**src/rtl/fma_read_buffer.sv**
```systemverilog
// -----------------------------------------------------------------------------
// fma_read_buffer
//
// Queues whole cache lines arriving from the memory stage and hands each
// head line to FMA_COUNT lanes as {a, b, c} word triples. Every lane has its
// own valid/ready handshake. The head line is popped once all lanes have
// taken their triple. The memory stage cannot be stalled, so the buffer
// reports its occupancy. A line that arrives while the buffer is full, with
// no pop in the same cycle, is dropped and recorded in a sticky flag.
//
// Ports:
//   clk_in         single clock, all logic on posedge
//   rst_in         synchronous active-low reset
//   abc_in         incoming line; word k at [LINE_WIDTH-(k+1)*WORD_WIDTH +: WORD_WIDTH]
//   abc_valid_in   one line per high cycle
//   fma_ready_in   per-lane ready
//   fma_valid_out  per-lane valid
//   a_out/b_out/c_out  per-lane words, lane i at [i*WORD_WIDTH +: WORD_WIDTH]
//   count_out      lines currently held
//   full_out       count_out == DEPTH
//   empty_out      count_out == 0
//   overflow_out   sticky: a line was dropped
//
// Optional feature, enabled by defining FMA_READ_BUFFER_STATS_EN:
//   lines_issued_out  16-bit wrapping count of popped lines
//   lane_stall_out    per lane: valid && !ready in the previous cycle
// -----------------------------------------------------------------------------
module fma_read_buffer #(
  parameter int FMA_COUNT  = 2,
  parameter int WORD_WIDTH = 16,
  parameter int LINE_WIDTH = 96,
  parameter int DEPTH      = 4
) (
  input  logic                            clk_in,
  input  logic                            rst_in,
  input  logic [LINE_WIDTH-1:0]           abc_in,
  input  logic                            abc_valid_in,
  input  logic [FMA_COUNT-1:0]            fma_ready_in,
  output logic [FMA_COUNT-1:0]            fma_valid_out,
  output logic [FMA_COUNT*WORD_WIDTH-1:0] a_out,
  output logic [FMA_COUNT*WORD_WIDTH-1:0] b_out,
  output logic [FMA_COUNT*WORD_WIDTH-1:0] c_out,
  output logic [$clog2(DEPTH):0]          count_out,
  output logic                            full_out,
  output logic                            empty_out,
  output logic                            overflow_out
`ifdef FMA_READ_BUFFER_STATS_EN
  ,
  output logic [15:0]                     lines_issued_out,
  output logic [FMA_COUNT-1:0]            lane_stall_out
`endif
);

  localparam int PTR_W = $clog2(DEPTH);
  localparam int CNT_W = PTR_W + 1;

  if (LINE_WIDTH != FMA_COUNT * 3 * WORD_WIDTH) begin : g_bad_width
    $error("LINE_WIDTH must equal FMA_COUNT*3*WORD_WIDTH");
  end

  typedef enum logic {ST_EMPTY, ST_ISSUE} state_e;

  state_e                 state_q, state_d;
  logic [LINE_WIDTH-1:0]  mem_q [DEPTH];
  logic [PTR_W-1:0]       wr_ptr_q, wr_ptr_d;
  logic [PTR_W-1:0]       rd_ptr_q, rd_ptr_d;
  logic [CNT_W-1:0]       count_q, count_d;
  logic [FMA_COUNT-1:0]   taken_q, taken_d;
  logic                   overflow_q, overflow_d;

  logic [FMA_COUNT-1:0]   lane_valid;
  logic [FMA_COUNT-1:0]   fire;
  logic                   pop;
  logic                   accept;
  logic [LINE_WIDTH-1:0]  head;

  assign head = mem_q[rd_ptr_q];

  // Handshake, pointer, counter and taken-mask next state.
  always_comb begin
    // NOTE: every variable gets a default before any branch, so no path
    // through the block leaves it unassigned and no latch is inferred.
    lane_valid = '0;
    if (state_q == ST_ISSUE) lane_valid = ~taken_q;
    fire   = lane_valid & fma_ready_in;
    // The head retires on the edge where the last outstanding lane fires.
    pop    = (state_q == ST_ISSUE) && (&(taken_q | fire));
    // A full buffer can still take a line if a slot frees this same edge.
    accept = abc_valid_in && ((count_q < CNT_W'(DEPTH)) || pop);

    wr_ptr_d   = accept ? wr_ptr_q + 1'b1 : wr_ptr_q;
    rd_ptr_d   = pop ? rd_ptr_q + 1'b1 : rd_ptr_q;
    taken_d    = pop ? '0 : (taken_q | fire);
    overflow_d = overflow_q | (abc_valid_in && !accept);

    count_d = count_q;
    case ({accept, pop})
      2'b10:   count_d = count_q + 1'b1;
      2'b01:   count_d = count_q - 1'b1;
      default: count_d = count_q;
    endcase
  end

  // Line-level FSM: next state.
  always_comb begin
    state_d = state_q;
    case (state_q)
      ST_EMPTY: if (accept) state_d = ST_ISSUE;
      ST_ISSUE: if (pop && (count_q == CNT_W'(1)) && !accept) state_d = ST_EMPTY;
      default:  state_d = ST_EMPTY;
    endcase
  end

  // Line-level FSM: state register plus control registers.
  always_ff @(posedge clk_in) begin
    // NOTE: sequential state uses non-blocking assignments so every register
    // samples the pre-edge values regardless of statement order.
    if (!rst_in) begin
      state_q    <= ST_EMPTY;
      wr_ptr_q   <= '0;
      rd_ptr_q   <= '0;
      count_q    <= '0;
      taken_q    <= '0;
      overflow_q <= 1'b0;
    end else begin
      state_q    <= state_d;
      wr_ptr_q   <= wr_ptr_d;
      rd_ptr_q   <= rd_ptr_d;
      count_q    <= count_d;
      taken_q    <= taken_d;
      overflow_q <= overflow_d;
    end
  end

  // NOTE: line storage has no reset; contents are only observable while the
  // buffer is non-empty, and the outputs are forced to zero otherwise.
  always_ff @(posedge clk_in) begin
    if (rst_in && accept) mem_q[wr_ptr_q] <= abc_in;
  end

  // Line-level FSM: outputs.
  always_comb begin
    fma_valid_out = lane_valid;
    count_out     = count_q;
    full_out      = (count_q == CNT_W'(DEPTH));
    empty_out     = (state_q == ST_EMPTY);
    overflow_out  = overflow_q;
    a_out = '0;
    b_out = '0;
    c_out = '0;
    if (state_q == ST_ISSUE) begin
      for (int i = 0; i < FMA_COUNT; i++) begin
        a_out[i*WORD_WIDTH +: WORD_WIDTH] = head[LINE_WIDTH-(3*i+1)*WORD_WIDTH +: WORD_WIDTH];
        b_out[i*WORD_WIDTH +: WORD_WIDTH] = head[LINE_WIDTH-(3*i+2)*WORD_WIDTH +: WORD_WIDTH];
        c_out[i*WORD_WIDTH +: WORD_WIDTH] = head[LINE_WIDTH-(3*i+3)*WORD_WIDTH +: WORD_WIDTH];
      end
    end
  end

`ifdef FMA_READ_BUFFER_STATS_EN
  logic [15:0]          lines_issued_q;
  logic [FMA_COUNT-1:0] lane_stall_q;

  always_ff @(posedge clk_in) begin
    if (!rst_in) begin
      lines_issued_q <= '0;
      lane_stall_q   <= '0;
    end else begin
      if (pop) lines_issued_q <= lines_issued_q + 16'd1;
      lane_stall_q <= lane_valid & ~fma_ready_in;
    end
  end

  assign lines_issued_out = lines_issued_q;
  assign lane_stall_out   = lane_stall_q;
`endif

endmodule

```
**config.mk**
```make
export PLATFORM = sky130hd
export DESIGN_NAME = fma_read_buffer
export DESIGN_NICKNAME = d
export VERILOG_FILES = /design/src/rtl/fma_read_buffer.sv
export SDC_FILE = /design/constraint.sdc
export NUM_CORES = 1
export LEC_CHECK = 0
export ABC_AREA = 1
export CAP_MARGIN = 25
export CELL_PAD_IN_SITES_DETAIL_PLACEMENT = 1
export CELL_PAD_IN_SITES_GLOBAL_PLACEMENT = 2
export CORE_MARGIN = 3
export CORE_UTILIZATION = 37
export CTS_CLUSTER_SIZE = 16
export DETAILED_ROUTE_END_ITERATION = 6
export PLACE_DENSITY_LB_ADDON = 0.25
export SETUP_SLACK_MARGIN = 0.3
export SYNTH_ARGS = -nofsm -noshare
export SYNTH_HDL_FRONTEND = slang
export SYNTH_SLANG_ARGS = --single-unit
```
**constraint.sdc**
```tcl
create_clock -name clk_in -period 9 [get_ports clk_in]
set_input_delay 1.8 -clock clk_in [delete_from_list [all_inputs] [get_ports clk_in]]
set_output_delay 1.8 -clock clk_in [all_outputs]
set_load 0.01 [all_outputs]
```
==> results.md, run 1 <==
* Outcome: completed
* Average size of a mapped cell at 12.70 µm²
* HP Start: overflow_out
* Final worst path period need at 5.967 ns
* Static Leak at 6.494 nW
* Synth cell count leaders: nor2_1 (394), edfxtp_1 (384), o21ai_0 (180)
* Post-Route Setup TNS at 0 ns
* Total global routing overflow at 0
* IO Count at 205
* RSZ-0062 raised after global routing: false
* # Post-CTS Setup Buffers at 0
* Async S/R FF share, synth at 0%
* Initial drt markers at 560
* DP HPWL at 24.52 mm
* Initial Utilization at 37.75%
* Leading area contributor after synthesis: edfxtp_1
* EDFF count, synth at 384
* H-tree levels at 2
* Syn. warnings at 0
* Placer congestion estimate at 0.7339
* Antenna viol nets, final at 0
* Final hold vios at 0
* Number of global-route vias before repair at 10560
* Main flop type after synthesis: edfxtp_1
* Max cap viols at 0
* WS Path Type: reg -> out
* Mapped Cells at 1222
* WL met2 at 20.69 mm
* Port buffer count at 204
* CP bufs+invs at 3
* Post-synthesis register bit count at 397
* DR WL/cell at 20.98 µm
* Slowest-stage cell, CP: buf_4
* Die Ht at 210.8 µm
* CP startpoint kind: flop
* Slew @ Worst Pin at 0.9806 ns
* CTS tree: built
* Crit-path cells: buf_4 > buf_4 > nor2_1 > nor2_1 > o21ai_0 > a21oi_1 > clkdlybuf4s50_1
* Post-CTS Hold Fix Bufs at 0
* GRT Total Usage at 18.49%
* Max_slew headroom at 34.63%
* Post-synthesis sequential area ratio at 75.98%
* Drt first pass iters at 4
* Met3 routed WL at 1.826 mm
* Top cell type's share of synthesized area at 74.30%
* PostCTS Resize Cnt at 0
* Final Max Tran Viols at 0
* Synth top area cells: edfxtp_1 (74%), nor2_1 (9.5%), o21ai_0 (5.8%)
* Total Wirelength at 41.56 mm
* Most common cell in the synthesized netlist: nor2_1
* Global-route wire length before repair at 62.79 mm
* Data arrival, critical path at 4.17 ns
* Die Area at 44440 µm²
* CP Capture Type: output port
* Post-Syn Area at 15520 µm²
* CTS Buf Count at 43
* Die width at 210.8 µm
* Fin nets at 1525
* Top layer in use: met5
* Final Cycle Share at 66.30%
* Synth cell types at 20
* Clock Tree Buf Depth at 3
* Core Area at 41110 µm²
* Diode count at 0
* Largest net degree at the start of global routing at 87
* # DRC at 0
* Vias at 10090
* CTS sink count at 397
* Worst path max stage delay at 0.88 ns
* Wl on met1 at 18.35 mm
* Worst Path Max Fanout at 86
* CP required at 7.20 ns
* Layout cell share with drive strength beyond 1 at 6.004%
* Vias per inst at 5.095
* Hold WS at 0.4624 ns
* Final setup violation count at 0
* Max IR drop VDD at 142.0 µV
* CTS clk-pin slew, worst paths at 0.06 ns
* Max Freq at 167.6 MHz
* Initial antenna violation count at 1
* Number of fill cells at 4247
* RR Startpoint: state_q
* HP Class: reg -> reg
* Layout overhead on the synthesized area at 24.72%
* # rows at 74
* Worst-Skew Late Latency at 0.57 ns
* Final core occ at 47.08%
* Worst path top cell family by delay: buffers and inverters
* Syn_nets at 1332
* Clock Tree Root: clkbuf_16
* Power Density at 211.3 nW/µm²
* Final clock skew at 0.02010 ns
through the flow:
step	area, µm²	worst slack [ns]	std cells	power (mW)
6_report	19350	3.033	1981	4.090
5_1_grt	19350	2.683	1981	4.241
2_1_floorplan	15520	2.092	1222	2.284
3_5_place_dp	18040	3.420	1902	2.484
3_3_place_gp	17960	3.341	1898	2.476
4_1_cts	19350	2.888	1981	4.138
report_power, final:
group	switching, mW	leakage [nW]	internal (mW)
sequential	0.0155	3.59	2.08
combinational	0.198	2.26	0.143
clock	0.701	0.644	0.949
total	0.915	6.49	3.17
layer usage:
metal / GRT usage [%] / vias up
met5: 0 / -
li1: - / 4714
met2: 31.49 / 201
met3: 3.579 / 48
met1: 24.72 / 5128
met4: 4.342 / 2
final timing paths:
kind                            slack (ns)  cells after the start           end
worst max-delay path                  3.03                      7     b_out[23]
worst min-delay path                  0.46                      2  overflow_out
worst max register to register        5.36                      8  mem_q[0][59]
worst min register to register        0.46                      2  overflow_out
cell families (layout without fill, tap and decap cells):
group	after synthesis	count (layout)	synth area share (%)
and+or+nand+nor	417	417	10.24
DFF	397	397	75.98
AOI/OAI and AO/OA	302	302	9.740
buffers and inverters	95	322	3.201
adders and majority gates	9	9	0.7256
xor gates and xnor gates	2	2	0.1129
worst register-to-register path: stages, from the launching register on:
cell     delay [ns]
dfxtp_1        0.42
nand2_1        0.09
nand2_2        0.08
nand3_1        0.17
nand2_2        0.18
nand3_1        0.36
nor2_4         0.59
buf_4          0.56
buf_4          0.76
placed cells by master, fill, tap and decap left out:
cell | Yosys | layout
clkbuf_16 | 0 | 44
a21oi_1 | 105 | 105
inv_4 | 0 | 1
nand3_1 | 8 | 8
clkinv_2 | 0 | 9
inv_1 | 18 | 18
clkinv_1 | 0 | 17
o21ai_1 | 17 | 17
clkdlybuf4s50_1 | 0 | 204
and3_2 | 1 | 1
clkinv_8 | 0 | 1
nor2_4 | 0 | 4
nand2_1 | 10 | 10
dfxtp_1 | 13 | 11
nand2_2 | 3 | 3
buf_4 | 8 | 14
nor2_1 | 394 | 390
o21ai_0 | 180 | 180
clkbuf_1 | 31 | 7
buf_12 | 0 | 3
buf_16 | 0 | 1
bufinv_16 | 0 | 2
ha_1 | 9 | 9
inv_6 | 0 | 1
dfxtp_4 | 0 | 2
nor2_2 | 1 | 1
xor2_1 | 2 | 2
edfxtp_1 | 384 | 384
cell type report:
type	instances	area (µm²)	area share [%]
flip-flops and latches	397	11800	60.96
clock inverters	28	183.9	0.9503
multi-input cells	730	3261	16.85
inverters	21	83.83	0.4331
repair buffers	222	2235	11.55
clock buffers	51	1127	5.825
well taps	532	665.6	3.439
state kept, by name, indices dropped and copies added, names as in the netlist, named ones only:
signal,cells
overflow_out,1
count_out,3
wr_ptr_q,2
state_q,1
taken_q,2
mem_q,384
rd_ptr_q,2
Power figures use the tool's default switching activity.
==> run 2: changes to the inputs <==
==> constraint.sdc (replaced) <==
create_clock -name clk_in -period 5.64 [get_ports clk_in]
set_input_delay 1.128 -clock clk_in [delete_from_list [all_inputs] [get_ports clk_in]]
set_output_delay 1.128 -clock clk_in [all_outputs]
set_load 0.01 [all_outputs]
==> run 2 against run 1 <==
  * Die area unchanged
  * Register-to-register slack lost 2.4 ns
  * Setup slack got worse by 1.7 ns
  * Final cell count shrank 0.10%
  * Highest routed layer unchanged
==> results.md, run 2 (synthesized netlist as in run 1, its figures left out) <==
* Outcome: completed (unchanged)
* FF+latch area at 11800 µm² (unchanged)
* P_sw at 1.432 mW (was 0.9147 mW)
* Hold WS at 0.4740 ns (was 0.4624 ns)
* CP required at 4.51 ns (was 7.20 ns)
* Max cap viols at 0 (unchanged)
* Slew @ Worst Pin at 1.197 ns (was 0.9806 ns)
* Switch share at 22.21% (was 22.37%)
* CP bufs+invs at 3 (unchanged)
* Die Ht at 210.8 µm (unchanged)
* Post-CTS Hold Fix Bufs at 0 (unchanged)
* DP HPWL at 22.44 mm (was 24.52 mm)
* Worst path top cell family by delay: buffers and inverters (unchanged)
* CTS Buf Count at 44 (was 43)
* Final core occ at 47.06% (was 47.08%)
* CP startpoint kind: flop (unchanged)
* Crit-path cells: inv_4 > buf_4 > o21ai_0 > a21oi_1 > clkdlybuf4s50_1 (was buf_4 > buf_4 > nor2_1 > nor2_1 > o21ai_0 > a21oi_1 > clkdlybuf4s50_1)
* Total power at 6.446 mW (was 4.090 mW)
* Final worst path period need at 4.352 ns
* Flop pwr share at 51.9% (was 51.3%)
* Max Freq at 229.8 MHz
* # rows at 74 (unchanged)
* Layout cell share with drive strength beyond 1 at 5.736% (was 6.004%)
* CTS sink count at 397 (unchanged)
* Layout overhead on the synthesized area at 24.66% (was 24.72%)
* Non-filler cells, final at 1979 (was 1981)
* Max_slew headroom at 20.19% (was 34.63%)
* CTS tree: built (unchanged)
* PostCTS Resize Cnt at 0 (unchanged)
* Reg with most FFs: mem_q (unchanged)
* Core Area at 41110 µm² (unchanged)
* Part of the power in the clock network at 39.7% (was 40.4%)
* Slowest-stage cell, CP: inv_4 (was buf_4)
* Combinational power share at 8.4% (was 8.3%)
* # DRC at 0 (unchanged)
* Number of fill cells at 4277 (was 4247)
* Diode count at 0 (unchanged)
* Placer congestion estimate at 0.7008 (was 0.7339)
* Antenna viol nets, final at 0 (unchanged)
* Die width at 210.8 µm (unchanged)
* Vias per inst at 5.022 (was 5.095)
* HP Class: reg -> reg (unchanged)
* CP Capture Type: output port (unchanged)
* Total Wirelength at 40.32 mm (was 41.56 mm)
* GRT Total Usage at 18.04% (was 18.49%)
* Fin nets at 1527 (was 1525)
* DR WL/cell at 20.37 µm (was 20.98 µm)
* WS Path Type: reg -> out (unchanged)
* RSZ-0062 raised after global routing: false (unchanged)
* Final Cycle Share at 77.17%
* Data arrival, critical path at 3.22 ns (was 4.17 ns)
* Initial antenna violation count at 3 (was 1)
* Port buffer count at 204 (unchanged)
* # Post-CTS Setup Buffers at 0 (unchanged)
* Post-Route Setup TNS at 0 ns (unchanged)
* Final setup violation count at 0 (unchanged)
* Commonest non-fill, non-tap cell in the layout: nor2_1 (unchanged)
* Initial drt markers at 526 (was 560)
* CTS clk-pin slew, worst paths at 0.05 ns (was 0.06 ns)
* Total global routing overflow at 0 (unchanged)
* Worst Path Max Fanout at 91 (was 86)
* Vias at 9939 (was 10090)
* Largest register FFs at 384 (unchanged)
* Global-route wire length before repair at 61.75 mm (was 62.79 mm)
* Number of global-route vias before repair at 10590 (was 10560)
* Clock Tree Buf Depth at 3 (unchanged)
* Largest net degree at the start of global routing at 193 (was 87)
* Final hold vios at 0 (unchanged)
* Area of the multi-input gates at 3261 µm² (unchanged)
* Power Density at 333.2 nW/µm² (was 211.3 nW/µm²)
* Most frequent cells in the layout: nor2_1 (390), edfxtp_1 (384), clkdlybuf4s50_1 (204) (unchanged)
* Cell Int Power at 5.014 mW (was 3.175 mW)
* Max IR drop VDD at 207.1 µV (was 142.0 µV)
* Static Leak at 6.475 nW (was 6.494 nW)
* Worst-Skew Late Latency at 0.55 ns (was 0.57 ns)
* IO Count at 205 (unchanged)
* Initial Utilization at 37.75% (unchanged)
* Drt first pass iters at 5 (was 4)
* Clock Tree Root: clkbuf_16 (unchanged)
* Final Max Tran Viols at 0 (unchanged)
* Final clock skew at 0.007834 ns (was 0.02010 ns)
* Die Area at 44440 µm² (unchanged)
* H-tree levels at 2 (unchanged)
* Worst path max stage delay at 0.66 ns (was 0.88 ns)
* Placed Cells at 1902 (unchanged)
[run 2: cell type report]
cell class / count / share of cell area, %
Clock buffer: 58 / 6.073
Clock inverter: 18 / 0.4204
Inverter: 21 / 0.4333
Multi-Input combinational cell: 730 / 16.86
Sequential cell: 397 / 60.99
Tap cell: 532 / 3.441
Timing Repair Buffer: 223 / 11.78
[run 2: final timing paths]
kind	startpoint	endpoint	slack (ns)	cells after the start
max	flop	c_out[7]	1.29	5
min	overflow_out	overflow_out	0.47	2
max reg2reg	state_q	mem_q[3][57]	2.92	7
min reg2reg	overflow_out	overflow_out	0.47	2
[run 2: stage by stage]
step	setup slack, ns	instance area [µm²]
finish	1.288	19340
global route	1.059	19340
CTS	1.179	19320
detailed placement	1.706	18060
global placement	1.771	18060
floorplan	-0.5957	15520
[run 2: tightest hold or removal path: cells and delay by family, from the launching register on]
family / cells / cell delay (ns)
buf+inv: 1 / 0.05
compound gates: 1 / 0.06
flops: 1 / 0.32
[run 2: power groups by stage]
stage	clock network, mW	logic [mW]	registers [mW]
after floorplan	0	0.227	3.42
after CTS	2.64	0.551	3.35
after global routing	2.77	0.597	3.35
after detailed placement	0	0.547	3.41
final	2.56	0.542	3.35
after global placement	0	0.538	3.40
[run 2: per-layer routing]
metal	wire, µm	vias up	track usage [%]	share of wire [%]
met5	40	-	0	0.099
met2	19970	181	31.14	50
met1	17860	4986	23.58	44
met4	563	6	3.880	1.4
li1	-	4715	-	-
met3	1885	51	3.966	4.7
==> run 3: changes to the inputs <==
--- a/config.mk
+++ b/config.mk
@@ -10,7 +10,7 @@
 export CELL_PAD_IN_SITES_DETAIL_PLACEMENT = 1
 export CELL_PAD_IN_SITES_GLOBAL_PLACEMENT = 2
 export CORE_MARGIN = 3
-export CORE_UTILIZATION = 37
+export CORE_UTILIZATION = 34
 export CTS_CLUSTER_SIZE = 16
 export DETAILED_ROUTE_END_ITERATION = 6
 export PLACE_DENSITY_LB_ADDON = 0.25
==> constraint.sdc (replaced) <==
create_clock -name clk_in -period 3.7 [get_ports clk_in]
set_input_delay 0.74 -clock clk_in [delete_from_list [all_inputs] [get_ports clk_in]]
set_output_delay 0.74 -clock clk_in [all_outputs]
set_load 0.01 [all_outputs]
==> run 3 against run 2 <==
  * Core utilization decreased by 2.8 points
  * Register-to-register slack got worse by 1.6 ns
  * Sequential power rose by 52%
  * First-iteration DRC count decreased by 17%
  * Routed wire length up 2.1%
  * Critical path depth decreased by 1
  * Power grew 57%
  * Clock-buffer cell count down 4
  * Final cell count increased by 3.5%
==> results.md, run 3 (synthesized netlist as in run 1, its figures left out) <==
* Outcome: completed (unchanged)
* Hold WS at 0.4875 ns (was 0.4740 ns)
* Port buffer count at 204 (unchanged)
* Reg2Reg Setup Slack at 1.30 ns (was 2.92 ns)
* Worst path max stage delay at 0.62 ns (was 0.66 ns)
* Die width at 219.6 µm (was 210.8 µm)
* Max IR drop VDD at 331.1 µV (was 207.1 µV)
* CTS tree: built (unchanged)
* Data arrival, critical path at 2.55 ns (was 3.22 ns)
* Pre-CTS setup slack at 0.5586 ns (was 1.706 ns)
* DR WL/cell at 20.09 µm (was 20.37 µm)
* Antenna viol nets, final at 0 (unchanged)
* Layout cell share with drive strength beyond 1 at 7.074% (was 5.736%)
* # DRC at 0 (unchanged)
* CP required at 2.96 ns (was 4.51 ns)
* Total Wirelength at 41.15 mm (was 40.32 mm)
* Largest register FFs at 384 (unchanged)
* CP Capture Type: output port (unchanged)
* Clock Tree Root: clkbuf_16 (unchanged)
* Initial drt markers at 436 (was 526)
* Final hold vios at 0 (unchanged)
* Total global routing overflow at 0 (unchanged)
* DP HPWL at 23.69 mm (was 22.44 mm)
* RR Startpoint: state_q (unchanged)
* Static Leak at 6.603 nW (was 6.475 nW)
* Number of global-route vias before repair at 10580 (was 10590)
* # rows at 77 (was 74)
* FF-to-FF path depth at 7 (unchanged)
* Most frequent cells in the layout: nor2_1 (390), edfxtp_1 (384), clkdlybuf4s50_1 (204) (unchanged)
* Vias per inst at 4.860 (was 5.022)
* WHS Endpoint: overflow_out (unchanged)
* Final setup violation count at 0 (unchanged)
* Max Freq at 303.5 MHz
* Final Cycle Share at 89.04%
* Commonest non-fill, non-tap cell in the layout: nor2_1 (unchanged)
* GRT Total Usage at 16.89% (was 18.04%)
* Initial antenna violation count at 0 (was 3)
* Worst Path Max Fanout at 27 (was 91)
* Final worst path period need at 3.295 ns
* Diode count at 0 (unchanged)
* RSZ-0062 raised after global routing: true (was false)
* Worst path top cell family by delay: buffers and inverters (unchanged)
* CP bufs+invs at 3 (unchanged)
* CTS sink count at 397 (unchanged)
* Vias at 9953 (was 9939)
* CP startpoint kind: flop (unchanged)
* HP Start: overflow_out (unchanged)
* Hold path cells at 2 (unchanged)
* Total power at 10.10 mW (was 6.446 mW)
* Die Ht at 219.6 µm (was 210.8 µm)
* Placed Cells at 1969 (was 1902)
* IO Count at 205 (unchanged)
* Non-filler cells, final at 2048 (was 1979)
* Max cap viols at 0 (unchanged)
* Total stage count of the critical path at 4 (was 5)
* Global-route wire length before repair at 61.86 mm (was 61.75 mm)
* Final Max Tran Viols at 0 (unchanged)
* Fin nets at 1534 (was 1527)
* Largest net degree at the start of global routing at 125 (was 193)
* CTS Buf Count at 44 (unchanged)
* Layout overhead on the synthesized area at 27.24% (was 24.66%)
* Clock Tree Buf Depth at 3 (unchanged)
* H-tree levels at 2 (unchanged)
* CP Launch Point: state_q
* Crit-path cells: inv_4 > buf_4 > a21oi_1 > clkdlybuf4s50_1 (was inv_4 > buf_4 > o21ai_0 > a21oi_1 > clkdlybuf4s50_1)
* Core Area at 44610 µm² (was 41110 µm²)
* WS Path Type: reg -> out (unchanged)
* Initial Utilization at 34.79% (was 37.75%)
* Reg-to-Reg End: mem_q[3][59] (was mem_q[3][57])
* Max_slew headroom at 61.54% (was 20.19%)
* Slowest-stage cell, CP: clkdlybuf4s50_1 (was inv_4)
* HP Class: reg -> reg (unchanged)
* CTS clk-pin slew, worst paths at 0.06 ns (was 0.05 ns)
* Reg with most FFs: mem_q (unchanged)
* Final clock skew at 0.02422 ns (was 0.007834 ns)
* Setup ws final at 0.4053 ns (was 1.288 ns)
* Slew @ Worst Pin at 0.5769 ns (was 1.197 ns)
* Power Density at 511.3 nW/µm² (was 333.2 nW/µm²)
* Drt first pass iters at 4 (was 5)
* Placer congestion estimate at 0.7406 (was 0.7008)
* Worst-Skew Late Latency at 0.56 ns (was 0.55 ns)
* Die Area at 48240 µm² (was 44440 µm²)
run 3: cell types whose count changed in the layout (fill, tap and decap cells not counted), moves of 3 or more:
cell	previous run	this run
bufinv_16	0	3
clkinvlp_4	0	4
buf_4	12	8
clkinv_1	13	8
clkbuf_1	13	8
buf_12	6	15
run 3: where the power goes:
| part | switching [mW] | leakage (nW) | internal, mW |
|---|---|---|---|
| sequential | 0.0362 | 3.59 | 5.07 |
| combinational | 0.481 | 2.35 | 0.367 |
| clock | 1.71 | 0.660 | 2.43 |
| total | 2.23 | 6.60 | 7.86 |
run 3: metal layers:
metal  part of all wire (%)  GRT usage (%)  routed length, µm
met5                      0              0                  0
met4                    1.6          3.906                669
met3                    4.6          3.571               1893
met2                     50          29.54              20590
met1                     44          21.56              18000
run 3: layout make-up:
type | instances | area (µm²)
Clock buffer | 54 | 1159
Clock inverter | 24 | 210.2
Fill cell | 4588 | 24860
Inverter | 21 | 91.34
Multi-Input combinational cell | 730 | 3264
Sequential cell | 397 | 11800
Tap cell | 592 | 740.7
Timing Repair Buffer | 230 | 2482
run 3: worst max-delay path by stage:
stage                              end  slack (ns)
after floorplan            mem_q[0][0]       -0.60
after global placement    mem_q[3][10]        0.57
after detailed placement   mem_q[3][4]        0.56
after CTS                     c_out[5]        0.21
after global routing         b_out[15]        0.25
final                         c_out[4]        0.41
run 3: repair_timing:
| action | in CTS | in global routing |
|---|---|---|
| gates resized for setup | 2 | 7 |
| hold buffers | 0 | 0 |
| cloned | 0 | 1 |
| endpoints found under the setup margin | 44 | 82 |
| buffers inserted | 0 | 0 |
run 3: through the flow:
stage          instance area [µm²]  TNS, ns  utilization [%]
2_1_floorplan                15530  -229.70                -
3_3_place_gp                 18320        0            41.06
3_5_place_dp                 18320        0            41.06
4_1_cts                      19700        0            44.16
5_1_grt                      19750        0            44.27
6_report                     19750        0            44.27
run 3: worst register-to-register path, stage by stage (launching register included):
cell and delay, ns:
dfxtp_1 0.49, nand2_1 0.11, nand2_2 0.09, nand3_1 0.14, nand2_2 0.15, nand3_1 0.34, nor2_4 0.53, buf_12 0.26
